==> src/rtl/mem_copy_dma_pkg.sv <==
// Shared definitions for the block-copy DMA: FSM state encodings and the
// memory opcodes it drives (SDW store opcode, DMA_IDLE_OP for non-writes).
package mem_copy_dma_pkg;

    typedef enum logic [1:0] {
        ST_IDLE  = 2'd0,
        ST_READ  = 2'd1,
        ST_WRITE = 2'd2,
        ST_DONE  = 2'd3
    } dma_state_e;

    // Store-data-word opcode understood by the data memory.
    localparam logic [5:0] SDW         = 6'h2B;
    // Opcode driven on every cycle that is not a write; must differ from SDW.
    localparam logic [5:0] DMA_IDLE_OP = 6'h00;

endpackage

==> src/rtl/mem_copy_dma_addr_gen.sv <==
// dma_addr_gen: source/destination word addresses for word index i.
// Ascending: base + i. Descending: base + (len - 1 - i). All mod 256.
// Only the low 8 bits of len and i are needed: i < len <= 256, and
// len = 256 gives the same mod-256 offset as len = 0.
module dma_addr_gen (
    input  logic [7:0] src_base,
    input  logic [7:0] dst_base,
    input  logic [7:0] idx,
    input  logic [7:0] len_lo,
    input  logic       desc,
    output logic [7:0] src_addr,
    output logic [7:0] dst_addr
);

    logic [7:0] offset;

    // Word offset from the base addresses; len - 1 - i == len + ~i (mod 256).
    always_comb begin
        offset   = desc ? (len_lo + ~idx) : idx;
        src_addr = src_base + offset;
        dst_addr = dst_base + offset;
    end

endmodule

==> src/rtl/mem_copy_dma.sv <==
// mem_copy_dma: copies len words from src to dst, one read cycle and one
// write cycle per word, with a one-cycle DONE pulse at the end.
// Optional macro DMA_MEMMOVE_EN: overlapping forward copies run descending
// so the source data is preserved.
module mem_copy_dma
    import mem_copy_dma_pkg::*;
(
    input  logic        CLK,
    input  logic        RST,
    input  logic        start,
    input  logic [7:0]  src,
    input  logic [7:0]  dst,
    input  logic [8:0]  len,
    output logic        busy,
    output logic        done,
    output logic [31:0] mem_addr,
    output logic [31:0] mem_wdata,
    output logic [5:0]  mem_opcode,
    input  logic [31:0] mem_rdata
);

    dma_state_e  state_q, state_d;
    logic [7:0]  src_q, src_d;
    logic [7:0]  dst_q, dst_d;
    logic [8:0]  len_q, len_d;
    logic [8:0]  idx_q, idx_d;
    logic [31:0] hold_q, hold_d;
    logic        desc_q, desc_d;

    logic        overlap;
    logic [7:0]  src_addr;
    logic [7:0]  dst_addr;

`ifdef DMA_MEMMOVE_EN
    // Forward overlap (9-bit, no wrap): copying upward would clobber source.
    always_comb begin
        overlap = ({1'b0, dst} > {1'b0, src}) && ({1'b0, dst} < ({1'b0, src} + len));
    end
`else
    // Every copy runs ascending.
    always_comb begin
        overlap = 1'b0;
    end
`endif

    dma_addr_gen u_addr_gen (
        .src_base (src_q),
        .dst_base (dst_q),
        .idx      (idx_q[7:0]),
        .len_lo   (len_q[7:0]),
        .desc     (desc_q),
        .src_addr (src_addr),
        .dst_addr (dst_addr)
    );

    // State and datapath registers; reset aborts any copy in flight.
    always_ff @(posedge CLK or posedge RST) begin
        if (RST) begin
            state_q <= ST_IDLE;
            src_q   <= '0;
            dst_q   <= '0;
            len_q   <= '0;
            idx_q   <= '0;
            hold_q  <= '0;
            desc_q  <= 1'b0;
        end else begin
            state_q <= state_d;
            src_q   <= src_d;
            dst_q   <= dst_d;
            len_q   <= len_d;
            idx_q   <= idx_d;
            hold_q  <= hold_d;
            desc_q  <= desc_d;
        end
    end

    // Next-state logic: start is only looked at in IDLE.
    always_comb begin
        state_d = state_q;
        src_d   = src_q;
        dst_d   = dst_q;
        len_d   = len_q;
        idx_d   = idx_q;
        hold_d  = hold_q;
        desc_d  = desc_q;
        case (state_q)
            ST_IDLE: begin
                if (start) begin
                    if (len != '0) begin
                        src_d   = src;
                        dst_d   = dst;
                        len_d   = len;
                        idx_d   = '0;
                        desc_d  = overlap;
                        state_d = ST_READ;
                    end else begin
                        state_d = ST_DONE;
                    end
                end
            end
            ST_READ: begin
                hold_d  = mem_rdata;
                state_d = ST_WRITE;
            end
            ST_WRITE: begin
                idx_d   = idx_q + 9'd1;
                state_d = (idx_d == len_q) ? ST_DONE : ST_READ;
            end
            ST_DONE: begin
                state_d = ST_IDLE;
            end
            default: begin
                state_d = ST_IDLE;
            end
        endcase
    end

    // Memory-side outputs decoded from state only, so reset drops SDW at once.
    always_comb begin
        mem_addr   = '0;
        mem_opcode = DMA_IDLE_OP;
        mem_wdata  = hold_q;
        busy       = (state_q != ST_IDLE);
        done       = (state_q == ST_DONE);
        case (state_q)
            ST_READ: begin
                mem_addr = {24'd0, src_addr};
            end
            ST_WRITE: begin
                mem_addr   = {24'd0, dst_addr};
                mem_opcode = SDW;
            end
            default: begin
                mem_addr = '0;
            end
        endcase
    end

endmodule

==> config.mk <==
export PLATFORM = sky130hd
export DESIGN_NAME = mem_copy_dma
export DESIGN_NICKNAME = d
export VERILOG_FILES = /design/src/rtl/mem_copy_dma_pkg.sv /design/src/rtl/mem_copy_dma_addr_gen.sv /design/src/rtl/mem_copy_dma.sv
export SDC_FILE = /design/constraint.sdc
export NUM_CORES = 1
export LEC_CHECK = 0
export ABC_AREA = 1
export CORE_MARGIN = 1
export CORE_UTILIZATION = 45
export CTS_CLUSTER_SIZE = 14
export DETAILED_ROUTE_END_ITERATION = 10
export GPL_TIMING_DRIVEN = 0
export PLACE_DENSITY = 0.8
export SLEW_MARGIN = 20
export SYNTH_ARGS = -nofsm -noshare
export SYNTH_HDL_FRONTEND = slang
export SYNTH_SLANG_ARGS = --single-unit
==> constraint.sdc <==
create_clock -name CLK -period 4.46 [get_ports CLK]
set_input_delay 1.115 -clock CLK [delete_from_list [all_inputs] [get_ports CLK]]
set_output_delay 1.115 -clock CLK [all_outputs]
set_load 0.01 [all_outputs]
==> results.toml <==
[timing]
max_freq_ghz = 0.2342
finalHoldViolCount = 0
setup_viol = 0
skew_ns = 0.009696
whs_ns = 0.4808
period_minus_slack_ns = 4.270
rsz0062_at_grt = "false"
tns_ns = 0
fin_crit_sh = 0.9573
drv_slew = 0

[clocking]
cts-root-buf = "clkbuf_8"
cts_buffers = 9
clkLatencyLatePin_ns = 0.34
clockBufferDepth = 2
cts_hold_repair.buffers = 0
htreeDepth = 3
cts_tree = "done"
cts.sinks = 68
clkTransAtPathRegs_ns = 0.07

[route]
drtIter0Drc = 129
drc_errors = 0
viasPerCell = 4.843
num_vias = 3211
firstDrtPassIters = 5
ant_nets = 0
wl_um = 9007
wl_per_cell_um = 13.59

[grt]
grt_max_degree = 38
grt-ovfl-total = 0
track_usage = 0.2220
grt_pass1_vias = 3249
antenna_found_initial = 0
grt_pass1_wl_um = 14670

[synthesis]
async_flop_share = 1.000
synthAdderAreaFrac = 0.04620
synth_compound_area_frac = 0.06216
synth_top_area_share = 0.4620
yosys-top-cells-area = "dfrtp_1 (46%), nand2_1 (13%), mux2_2 (9.8%)"
synth.area.mux_share = 0.09783
yosys_warnings = 0
synth_edf_count = 0
synthFlopType = "dfrtp_1"
ys_seq_area_frac = 0.4620
avgSynthCellArea_um2 = 8.962
yosys.area_share.simple = 0.2035
ys_ff_latch = 68
synth_cells = 411
synth_top_family_by_area = "simple AND/OR/NAND/NOR gates"
ys_types = 32
synthXorXnorAreaFrac = 0.01189
synth_top_cell_by_area = "dfrtp_1"
syn_area_um2 = 3684

[finish]
post-route-cell-area_um2 = 5271
final_cell_mix = "nand2_1 (123), clkdlybuf4s50_1 (105), dfrtp_1 (68)"
nets = 629
area_growth_pct = 43.10
layout_commonest_cell = "nand2_1"
layout-drive-gt1-share = 0.1818
fillCellCount = 612
antenna_cells = 0
final_cell_count_no_fill = 663

[placed_design]
place.gp.congestion = 0.8337
portBuffers = 105
placed_cells = 644
dp_hpwl_um = 6807
placed_area_um2 = 4979

[floorplan]
ios = 132
dieArea_um2 = 8552
die_width_um = 92.48
core_area_um2 = 7807
rows = 32
start_util = 0.4718
die_y_um = 92.48

[critical_path]
ff2ff_setup_slack_ns = 2.64
crit_path_max_fanout = 10
end_kind = "output pin"
worstSetupPathType = "reg2out"
cp-start-kind = "flop"
critPathRequiredTime_ns = 3.35
crit_path_start = "state_q[0]"
r2r-start = "idx_q[0]"
cp.arrival_ns = 3.15

[pwr]
power.total_mw = 1.422
irDropWorstVdd_uv = 186.0
p_leak_nw = 2.530
powerDensity_nw_per_um2 = 269.7

[min_path]
hold_class = "reg2reg"
min_from = "src_q[5]"

[status]
outcome = "complete, no violations"

[flow_run]
drv_cap = 0
==> logic make-up after synthesis <==
| group | after synthesis |
|---|---|
| AOI/OAI and AO/OA | 43 |
| DFF | 68 |
| buffers and inverters | 76 |
| and+or+nand+nor | 173 |
| adders and majority gates | 13 |
| xor gates and xnor gates | 5 |
| other | 1 |
| muxes | 32 |
==> Yosys cell counts, types with 2 or more instances <==
cell type    n
a21oi_1     11
buf_2        6
buf_4       29
clkbuf_1     3
dfrtp_1     68
ha_1        12
inv_1       35
mux2_2      32
nand2_1    123
nand3_1     22
nand4_1      3
nor2_1      16
nor2_4       2
o21ai_0     27
o21bai_1     2
xor2_1       4
==> flip-flops by register name, summed over array words and instances (netlist names) <==
name / cells
dst_q: 8
idx_q: 9
len_q: 9
mem_wdata: 32
src_q: 8
state_q: 2
==> repair_timing <==
action / in CTS / in global routing
pin swaps: 0 / 0
setup buffers: 0 / 3
setup endpoints to repair: 4 / 3
resized for setup: 5 / 5
==> area by class of cell <==
| cell class | count | area, µm² | area share |
|---|---|---|---|
| clock buffers | 12 | 155.1 | 0.02943 |
| inverters | 36 | 142.6 | 0.02706 |
| flip-flops and latches | 68 | 1702 | 0.3228 |
| repair buffers | 109 | 1094 | 0.2075 |
| plain buffers | 40 | 290.3 | 0.05507 |
| multi-input cells | 292 | 1665 | 0.3159 |
| well taps | 102 | 127.6 | 0.02421 |
| clock inverters | 4 | 95.09 | 0.01804 |
==> per-layer routing <==
metal | global-route usage | part of all wire
met1 | 0.2509 | 0.39
met2 | 0.3815 | 0.49
met3 | 0.06979 | 0.089
met4 | 0.1016 | 0.030
met5 | 0 | 0
==> report_power, final <==
| group | switching, mW | internal [mW] | leakage (nW) |
|---|---|---|---|
| clock | 0.231 | 0.402 | 0.127 |
| combinational | 0.0532 | 0.0967 | 1.59 |
| sequential | 0.00791 | 0.631 | 0.815 |
| total | 0.292 | 1.13 | 2.53 |
==> critical path, cell delays in order (launching register included) <==
cell and delay [ns]:
dfrtp_1 0.41, inv_2 0.10, ha_4 0.16, buf_4 0.16, nand2_1 0.06, o21ai_1 0.09
ha_2 0.21, inv_1 0.05, fa_1 0.40, nor2_1 0.12, o21ai_0 0.08, nand2_1 0.11
nand2_1 0.06, nand2_1 0.05, a21oi_1 0.07, a21oi_1 0.14, clkdlybuf4s50_1 0.55
==> stage by stage <==
stage,worst slack (ns),util
final,0.1902,0.6752
after detailed placement,0.09926,0.6377
after global routing,0.01425,0.6752
after global placement,0.1462,0.6348
after floorplan,0.8855,-
after CTS,0.03360,0.6720
==> path summary, 6_finish.rpt <==
check / to / depth (start not counted)
setup / recovery: mem_addr[6] / 16
hold / removal: src_q[5] / 2
setup reg to reg: state_q[1] / 12
hold reg to reg: src_q[5] / 2
max in group asynchronous: idx_q[6] / 3
min in group asynchronous: mem_wdata[27] / 2
Power figures use the tool's default switching activity.
==> edit 1, RTL diff (same settings) <==
Take the reset off `hold_q` and load it in a clocked block of its own.
--- a/src/rtl/mem_copy_dma.sv
+++ b/src/rtl/mem_copy_dma.sv
@@ -62,5 +62,4 @@
             len_q   <= '0;
             idx_q   <= '0;
-            hold_q  <= '0;
             desc_q  <= 1'b0;
         end else begin
@@ -70,7 +69,10 @@
             len_q   <= len_d;
             idx_q   <= idx_d;
-            hold_q  <= hold_d;
             desc_q  <= desc_d;
         end
+    end
+
+    always_ff @(posedge CLK) begin
+        hold_q <= hold_d;
     end
 
Check against the original RTL: differs if RST is asserted again (counterexample within 4 cycles, from zero or initial values and one cycle with RST high); with RST held inactive, the same outputs for 10 cycles.
==> edit 1 against the unedited design <==
  * Setup slack improved by 0.13 ns
  * Clock power down 2%
  * Non-clock buffer count fell by 8
  * Sequential cell count is the same
  * Routed wire length down 11%
  * Sequential share of layout area is 4.8 points higher
  * Fmax up 3.1%
  * Synthesized area down 5.3%
  * Final area fell by 4.6%
  * Total power rose by 0.31%
  * Combinational power is 14% lower
  * Sequential power rose by 5.8%
  * Critical endpoint unchanged
==> edit 1: results (changes against the unedited design) <==
Placed design
The placer congestion estimate is 0.919 (+10%). The placed cell area is 0.00476 sq mm (-4.4%). The worst-case setup slack after placement is 0.0403 ns (-0.0590 ns). The post-placement cell count is 602 (-6.5%).

GRT
The pin count of the biggest net entering global routing is 37 (-2.6%). The met2 global-route usage is 0.346 (-0.0354).

Final layout
The register area is 0.00186 sq mm (+9.4%). The data-path buffer share of cell area in the final layout is 0.262 (-0.000948). The finished layout cell area is 0.00503 sq mm (-4.6%). The count of filler cells inserted in the layout was 585 (-4.4%).

The number of sequential cells in the layout came to 68 (unchanged). The net count of the finished layout is 587 (-6.7%). The clock buffer and inverter area fraction after layout is 0.0493 (+0.00181).

Outcome
The flow ran to the end, and the final reports show no timing, DRC or antenna violations.

Critical path
The maximum single-stage delay on the critical path is 0.41 ns (-0.14 ns). The family with the most delay on the worst path is adder cells. The slowest stage of the critical path belongs to the cell dfrtp_1. The startpoint of the lowest-slack register-to-register path is state_q[1].

Synth
The commonest cells after synthesis are 109 x nand2_1, 36 x dfrtp_1, 36 x inv_1. The post-synthesis sequential area ratio is 0.534 (+0.0716). The xor/xnor cell area share of the yosys netlist is 0.00502 (-0.00687). The area share of fa/ha/maj cells after synthesis is 0.0488 (+0.00257).

Routing
The met3 layer wire length in the routed design was 594 microns (-26%). The routed wire length per instance came to 12.9 microns (-4.7%). The final routed wirelength across all metal layers was 8.00 mm (-11%). The total length of routed met2 wires is 3.83 mm (-13%).

Power and ir drop
The design internal power came to 0.00114 W (+1.3%). The leakage power of the design is 2.32 nW (-8.2%). The highest ir drop seen on vdd was 0.194 mV (+4.5%).

STA
The worst clock skew on the final layout was 0.0134 ns (+0.00366 ns). The final hold slack is 0.476 ns (-0.00502 ns).

Hold path
The path with the worst hold slack has its endpoint at dst_q[5].
==> edit 1: power groups by stage <==
| stage | logic [W] | registers, W | clock network (W) |
|---|---|---|---|
| floorplan | 0.0000332 | 0.000698 | 0 |
| global placement | 0.000127 | 0.000689 | 0 |
| detailed placement | 0.000129 | 0.000689 | 0 |
| CTS | 0.000129 | 0.000676 | 0.000630 |
| global route | 0.000138 | 0.000678 | 0.000651 |
| finish | 0.000129 | 0.000676 | 0.000621 |
==> edit 1: cells by family (layout without fill, tap and decap cells) <==
kind of cell,after synthesis,in the layout
other cells,1,26
simple gates,178,178
compound gates,38,38
xor+xnor,2,2
flops,68,68
buf+inv,73,194
fa+ha+maj,13,13
==> edit 1: what timing repair did <==
action / CTS / global route
gates cloned: 0 / 0
pin swaps: 0 / 0
endpoints found under the setup margin: 2 / 2
gates resized for setup: 5 / 3
==> edit 2, RTL diff (config.mk and constraints unchanged) <==
Without the edit above. The option `DMA_MEMMOVE_EN` is turned on by a define.
--- a/src/rtl/mem_copy_dma.sv
+++ b/src/rtl/mem_copy_dma.sv
@@ -3,4 +3,6 @@
 // Optional macro DMA_MEMMOVE_EN: overlapping forward copies run descending
 // so the source data is preserved.
+`define DMA_MEMMOVE_EN
+
 module mem_copy_dma
     import mem_copy_dma_pkg::*;
Check against the original RTL: not equivalent (a bounded check fails within 4 cycles, from zero or initial values and one cycle with RST high).
==> edit 2 against the unedited design <==
  * Sequential power rose by 1%
  * Via count rose by 38%
  * Global-route usage up 0.68 points
  * Routed wire length rose by 37%
  * Synthesized area is 29% higher
  * Count of clock-buffer cells in the layout did not move
  * Critical path depth is 4 lower
  * Total power is 7.0% higher
  * Final area is 23% higher
  * Critical endpoint is now mem_addr[4]
  * Highest routed layer unchanged
  * Setup slack worse by 0.15 ns
  * Sequential cell count up 1
==> edit 2: results (changes against the unedited design) <==
Final layout
From synthesis to final layout, the design area changed by 35.6%. The net count of the finished layout is 844 (+34%). The count of filler cells inserted in the layout is 868 (+42%). The data-path buffer share of cell area in the final layout is 0.216 (-0.0467). The proportion of cell area occupied by multi-input gates was 0.407 (+0.0912). The clock buffer and inverter area fraction after layout is 0.0376 (-0.00992). The count of placed standard cells in the final layout, fillers left out is 880 (+33%).

The register share of the cell area is 0.268 (-0.0553). The number of buffers other than clock buffers in the final layout is 152 (+2.0%). The fraction of final layout cells sized beyond drive strength 1 was 0.167 (-0.0152).

Hold path
The worst min-delay path startpoint is dst_q[1].

Synth
The commonest cells after synthesis are 144 x nand2_1, 78 x inv_1, 69 x dfrtp_1. The count of unique library cells instantiated by Yosys is 38 (+19%). Sorting the synthesized cells by area gives the leading types as dfrtp_1 36%, nand2_1 11%, ha_1 11%. The per-instance average area after synthesis is 8.01 sq um (-11%).

Placed design
The post-placement cell count is 862 (+34%). The placed cell area came to 0.00611 sq mm (+23%). The half-perimeter wire length of the detailed placement result was 9.65 mm (+42%).

Critical path
The maximum fanout along the worst path was 6 (-4). In this run the critical register-to-register path is launched from state_q[1]. The data arrival time at the worst-slack endpoint is 3.30 ns (+0.15 ns). The maximum single-stage delay on the critical path is 0.56 ns.

In this run the worst setup path begins at idx_q[2].

Power and ir drop
The net switching power came to 0.000379 W (+30%). The power of the combinational group is 0.000258 W (+72%). The clock network fraction of design power is 0.405 (-0.040).

The leakage power of the design is 3.22 nW (+27%). The highest ir drop seen on vdd is 0.141 mV (-24%).

STA
The post-route clock period utilization was 0.991 (+0.0332). The worst clock skew on the final layout came to 0.00625 ns (-0.00345 ns).

GRT
The pin count of the biggest net entering global routing is 58 (+53%). The met3 layer usage reported by global route is 0.0312 (-0.0386). The global router's overall resource usage came to 0.229 (+0.00684).

The met2 global-route usage is 0.427 (+0.0457). The first-pass GRT wire length is 19.9 mm (+36%). The met1 routing resource usage after global routing is 0.254 (+0.00265).

Routing
The final routed wirelength across all metal layers is 12.3 mm (+37%). The violation count after the first detailed-route iteration is 161 (+25%). The routed length on met1 was 4.88 mm (+38%). The total length of routed met2 wires is 6.56 mm (+49%). The met3 layer wire length in the routed design was 489 microns (-39%).

Clocking
The TritonCTS sink count is 69 (+1.5%). The buffers inserted during post-CTS setup optimization is 1 (+1). The total of cells resized after clock tree synthesis came to 21 (+16).

Outcome
The flow ran to the end, and the final reports show no timing, DRC or antenna violations.
edit 2: changes by cell type in the layout (fill, tap and decap cells not counted), moves of 13 or more:
cell and change:
a21oi_1 +13, ha_1 +30, inv_1 +39, nand2_1 +19, nor2_1 +24, o21ai_0 +15
edit 2: kinds of logic after synthesis:
group | share of synthesized area
AOI/OAI and AO/OA | 0.103
and+or+nand+nor | 0.194
other | 0.000786
DFF | 0.362
xor gates and xnor gates | 0.0165
buffers and inverters | 0.125
adders and majority gates | 0.123
muxes | 0.0756
edit 2: path summary, 6_finish.rpt:
check / endpoint / slack, ns / cells after the start
worst min register to register: dst_q[1] / 0.49 / 2
worst max register to register: mem_wdata[31] / 2.56 / 5
worst max-delay path: mem_addr[4] / 0.04 / 12
min in group asynchronous: mem_wdata[18] / 1.01 / 2
max in group asynchronous: idx_q[3] / 2.91 / 3
worst min-delay path: dst_q[1] / 0.49 / 2
